==> src/rtl/router_in_port.sv <==
// Router input port: reassembles 4-byte MSB-first serial packets into a 2-entry buffer and routes the head packet.
// Optional protocol-error counter is enabled by defining ROUTER_IN_ERRCNT_EN.
module router_in_port #(
    parameter int NPORTS      = 4,
    parameter int LOCAL_BASE  = 0,
    parameter int LOCAL_CNT   = 3,
    parameter int UPLINK_PORT = 3
) (
    input  logic              clk,
    input  logic              rst_b,
    input  logic              put,
    input  logic [7:0]        payload,
    output logic              free,
    output logic [NPORTS-1:0] out_req,
    output logic [31:0]       out_pkt,
    input  logic              out_grant,
    output logic [7:0]        err_cnt
);

    localparam logic [0:0] S_IDLE = 1'b0;
    localparam logic [0:0] S_RECV = 1'b1;

    localparam logic [3:0] LBASE = 4'(LOCAL_BASE);
    localparam logic [4:0] LCNT  = 5'(LOCAL_CNT);

    logic [0:0]  state_q, state_d;
    logic [1:0]  byte_cnt_q, byte_cnt_d;
    logic [23:0] shift_q, shift_d;
    logic        ignore_q, ignore_d;
    logic [31:0] buf_q [2];
    logic        w_ptr_q, r_ptr_q;
    logic [1:0]  count_q, count_d;

    logic        push, pop, start, put_err;
    logic        head_vld, is_local;
    logic [3:0]  dest, off;

    assign free = (state_q == S_IDLE) && (count_q < 2'd2);

    // A burst that arrives while full is ignored in its entirety, even if a slot frees mid-burst.
    assign put_err = put && (state_q == S_IDLE) && !free && !ignore_q;
    assign start   = put && (state_q == S_IDLE) && free && !ignore_q;
    assign ignore_d = put ? (ignore_q || put_err) : 1'b0;

    always_comb begin
        state_d    = state_q;
        byte_cnt_d = byte_cnt_q;
        shift_d    = shift_q;
        push       = 1'b0;
        case (state_q)
            S_IDLE: begin
                if (start) begin
                    state_d    = S_RECV;
                    shift_d    = {16'h0000, payload};
                    byte_cnt_d = 2'd1;
                end
            end
            S_RECV: begin
                if (put) begin
                    shift_d    = {shift_q[15:0], payload};
                    byte_cnt_d = byte_cnt_q + 2'd1;
                    if (byte_cnt_q == 2'd3) begin
                        push    = 1'b1;
                        state_d = S_IDLE;
                    end
                end else begin
                    state_d    = S_IDLE;
                    byte_cnt_d = 2'd0;
                end
            end
            default: state_d = S_IDLE;
        endcase
    end

    assign pop = out_grant && (count_q != 2'd0);

    always_comb begin
        count_d = count_q;
        case ({push, pop})
            2'b10:   count_d = count_q + 2'd1;
            2'b01:   count_d = count_q - 2'd1;
            default: count_d = count_q;
        endcase
    end

    always_ff @(posedge clk) begin
        if (rst_b) begin
            state_q    <= S_IDLE;
            byte_cnt_q <= 2'd0;
            shift_q    <= 24'h0;
            ignore_q   <= 1'b0;
            w_ptr_q    <= 1'b0;
            r_ptr_q    <= 1'b0;
            count_q    <= 2'd0;
        end else begin
            state_q    <= state_d;
            byte_cnt_q <= byte_cnt_d;
            shift_q    <= shift_d;
            ignore_q   <= ignore_d;
            count_q    <= count_d;
            if (push) w_ptr_q <= ~w_ptr_q;
            if (pop)  r_ptr_q <= ~r_ptr_q;
        end
    end

    // Packet storage carries no reset; the head is masked by count on the output.
    always_ff @(posedge clk) begin
        if (push) buf_q[w_ptr_q] <= {shift_q, payload};
    end

    assign head_vld = (count_q != 2'd0);
    assign out_pkt  = head_vld ? buf_q[r_ptr_q] : 32'h0;

    assign dest     = out_pkt[27:24];
    assign off      = dest - LBASE;
    assign is_local = ({1'b0, off} < LCNT);

    for (genvar gi = 0; gi < NPORTS; gi++) begin : g_req
        assign out_req[gi] = head_vld && (is_local ? (off == 4'(gi)) : (gi == UPLINK_PORT));
    end

`ifdef ROUTER_IN_ERRCNT_EN
    logic [7:0] err_cnt_q;
    logic       abort_evt;

    // Abort needs put low and put_err needs put high, so at most one event per cycle.
    assign abort_evt = (state_q == S_RECV) && !put;

    always_ff @(posedge clk) begin
        if (rst_b) begin
            err_cnt_q <= 8'h00;
        end else if ((abort_evt || put_err) && (err_cnt_q != 8'hFF)) begin
            err_cnt_q <= err_cnt_q + 8'h01;
        end
    end

    assign err_cnt = err_cnt_q;
`else
    assign err_cnt = 8'h00;
`endif

endmodule

==> config.mk <==
export PLATFORM = sky130hd
export DESIGN_NAME = router_in_port
export DESIGN_NICKNAME = d
export VERILOG_FILES = /design/src/rtl/router_in_port.sv
export SDC_FILE = /design/constraint.sdc
export NUM_CORES = 1
export LEC_CHECK = 0
export ABC_CLOCK_PERIOD_IN_PS = 3200
export CORE_AREA = 2 2 96 98
export DETAILED_ROUTE_END_ITERATION = 6
export DIE_AREA = 0 0 98 100
export PLACE_DENSITY = 0.67
export SKIP_LAST_GASP = 1
export SYNTH_ARGS = -nofsm -noshare
export SYNTH_HDL_FRONTEND = slang
export SYNTH_SLANG_ARGS = --single-unit
export TNS_END_PERCENT = 5
==> constraint.sdc <==
create_clock -name clk -period 3.2 [get_ports clk]
set_input_delay 0.64 -clock clk [delete_from_list [all_inputs] [get_ports clk]]
set_output_delay 0.64 -clock clk [all_outputs]
set_load 0.1 [all_outputs]
==> impl_metrics.json <==
{
  "synth-compound-area-share": 0.08075,
  "setup_viol": 0,
  "num_io_pins": 57,
  "cts_tree": "done",
  "cap_violations": 0,
  "synth.cell_area_sq_mm": 0.003827,
  "fin_crit_sh": 0.8626,
  "synth_cells": 305,
  "grt_max_degree": 34,
  "cts_root_buf": "clkbuf_8",
  "grt_first_pass_wirelength_um": 11370,
  "switching_share": 0.2421,
  "status": "completed",
  "drive_above_1_share": 0.2022,
  "cts_hold_buf": 0,
  "die_area_sq_mm": 0.009800,
  "ys_types": 30,
  "p_leak_nw": 1.572,
  "drv_slew": 0,
  "antennaDiodeCount": 0,
  "grt_use_total": 0.1487,
  "synth_fa_ha_area_frac": 0.006538,
  "cp.required_ns": 2.56,
  "core_area_sq_mm": 0.008890,
  "drc": 0,
  "grt_pass1_vias": 2283,
  "clk_pin_slew_worst_paths_ns": 0.10,
  "fmax_mhz": 362.3,
  "nNetsFinal": 365,
  "cts_made_buffers": 9,
  "worst_slack_ns": 0.4398,
  "vias": 2357,
  "synth-simple-area-share": 0.09742,
  "chipHeight_um": 100,
  "routedWlPerCell_um": 14.85,
  "synth-xor-area-share": 0.009153,
  "synth-seq-area-share": 0.6747,
  "firstDrtPassIters": 4,
  "internal_power_mw": 1.648,
  "postCtsSetupRepairBufs": 0,
  "drtIter0Drc": 147,
  "dp_hpwl_um": 4562,
  "synth.mux.area_fraction": 0.08369,
  "yosysWarnings": 0,
  "antenna_found_initial": 0,
  "grt_overflow": 0,
  "clock_path_buffers": 2,
  "path_max_fanout": 20,
  "hold_violations": 0,
  "worst_setup_path_end_kind": "output port",
  "tightest_slew_ns": 0.7759,
  "ys_seq_elements": 97,
  "globalplace.congestion": 0.7495,
  "ant_nets": 0,
  "h-tree-depth": 3,
  "cts.sinks": 97,
  "wl_um": 6933,
  "cp.arrival_ns": 2.12,
  "via_per_inst": 5.047,
  "crit_path_start_kind": "flop",
  "cts_resized": 0,
  "initial_core_util": 0.4305,
  "period_minus_slack_ns": 2.760,
  "rsz0062_at_grt": "no",
  "syn_to_final_growth_pct": 19.29,
  "pwr-share-comb": 0.049,
  "slew_headroom": 0.4820,
  "min_path_type": "reg -> reg",
  "p_per_area_mw_per_mm2": 476.1,
  "p_clk_frac": 0.332,
  "seqPwrFrac": 0.619,
  "pre_cts_slack_ns": 0.7229,
  "irDropWorstVdd_uv": 297.3,
  "finalPower_mw": 2.174,
  "crit_type": "reg -> out",
  "utilization": 0.5136,
  "syn_avg_cell_area_sq_um": 12.55,
  "io_buffers": 48,
  "fin_worst_skew_ns": 0.01293,
  "die_w_um": 98,
  "row_count": 35,
  "clock_latency_ns": 0.36,
  "power.switching_mw": 0.5263,
  "synth_top_family_by_area": "simple AND/OR/NAND/NOR gates"
}
[worst max-delay path: stages (launching register included)]
cell and delay, ns:
dfxtp_1 0.41, nor2_4 0.50, a21oi_1 0.22, nor4b_2 0.39, buf_12 0.22
[placed cells by master (no fill, tap or decap), types with 2 or more instances in the layout]
master           instances
clkinv_4                 2
o21ai_0                  7
xnor2_1                  2
a21oi_1                 29
o21ai_1                 19
nand2b_1                 2
inv_1                    5
clkinvlp_4               2
ha_1                     2
xor2_1                   2
clkbuf_8                 9
nor2_1                  37
nand3_1                 18
inv_6                    2
clkdlybuf4s50_1         11
nor2_2                   4
dfxtp_1                 32
nand3b_1                 8
conb_1                   8
edfxtp_1                64
mux2i_1                 32
buf_4                   40
nor4_2                   2
buf_12                   6
[Yosys cell counts, drive strengths merged]
master	count	area, sq um
xnor2	2	17.52
o21ai	26	130.1
a21o	1	7.510
mux2i	32	320.3
conb	1	3.750
or3	1	6.260
clkbuf	12	48.79
o21ba	1	10.01
xor2	2	17.52
nor3	1	5.000
nor2b	1	6.260
o311ai	1	8.760
nor2	42	165.2
dfxtp	33	660.6
a21oi	29	145.1
nand2b	2	12.51
o31ai	1	7.510
nand3b	8	60.06
edfxtp	64	1922
nor4b	1	15.01
ha	2	25.02
inv	5	18.77
nor4	2	12.51
nand3	18	90.09
buf	17	111.4
[power by group through the flow]
stage               Clock, mW  Combinational [mW]  Sequential (mW)
floorplan                   0              0.0902             1.37
global placement            0               0.103             1.37
detailed placement          0               0.105             1.38
CTS                     0.735               0.106             1.35
global route            0.790               0.112             1.35
finish                  0.722               0.105             1.35
[cells by family after synthesis]
group | Yosys count
flops | 97
mux | 32
other cells | 1
simple gates | 76
fa+ha+maj | 2
compound gates | 59
xor+xnor | 4
buf+inv | 34
[metal layers]
metal  vias to the layer above  GRT usage  routed length, um
met1                      1123     0.2002               3141
met5                         -          0                  0
li1                       1174          -                  -
met4                         0    0.05769                119
met3                        11    0.03203                279
met2                        49     0.2381               3393
[through the flow]
step,cells,hold slack (ns),setup TNS [ns],cell area (sq um)
3_3_place_gp,451,0.4324,0,4387
4_1_cts,467,0.4577,0,4566
5_1_grt,467,0.4736,0,4566
2_1_floorplan,312,0.4222,-0.7009,3871
6_report,467,0.4559,0,4566
3_5_place_dp,451,0.4335,0,4387
[area by class of cell]
type | count | area, sq um
Fill cell | 789 | 4324
Sequential cell | 97 | 2584
Inverter | 5 | 18.77
Multi-Input combinational cell | 181 | 1115
Tap cell | 111 | 138.9
Timing Repair Buffer | 57 | 530.5
Clock inverter | 7 | 55.05
Clock buffer | 9 | 123.9
[sequential cells by signal (all words and copies together) (netlist names), named ones only]
signal / cells
ignore_q: 1
w_ptr_q: 1
count_q: 2
state_q: 1
r_ptr_q: 1
byte_cnt_q: 2
shift_q: 24
buf_q: 64
[final timing paths]
check | slack (ns) | from | to | cells past startpoint
max | 0.44 | count_q[1]$_SDFFE_PP0P_ | out_req[0] | 4
min reg2reg | 0.46 | shift_q[21]$_SDFFE_PP0P_ | buf_q[0][29]$_DFFE_PP_ | 0
max reg2reg | 1.00 | state_q$_SDFF_PP0_ | count_q[1]$_SDFFE_PP0P_ | 4
min | 0.46 | shift_q[21]$_SDFFE_PP0P_ | buf_q[0][29]$_DFFE_PP_ | 0
No activity file was read; power rests on OpenSTA's default activity.
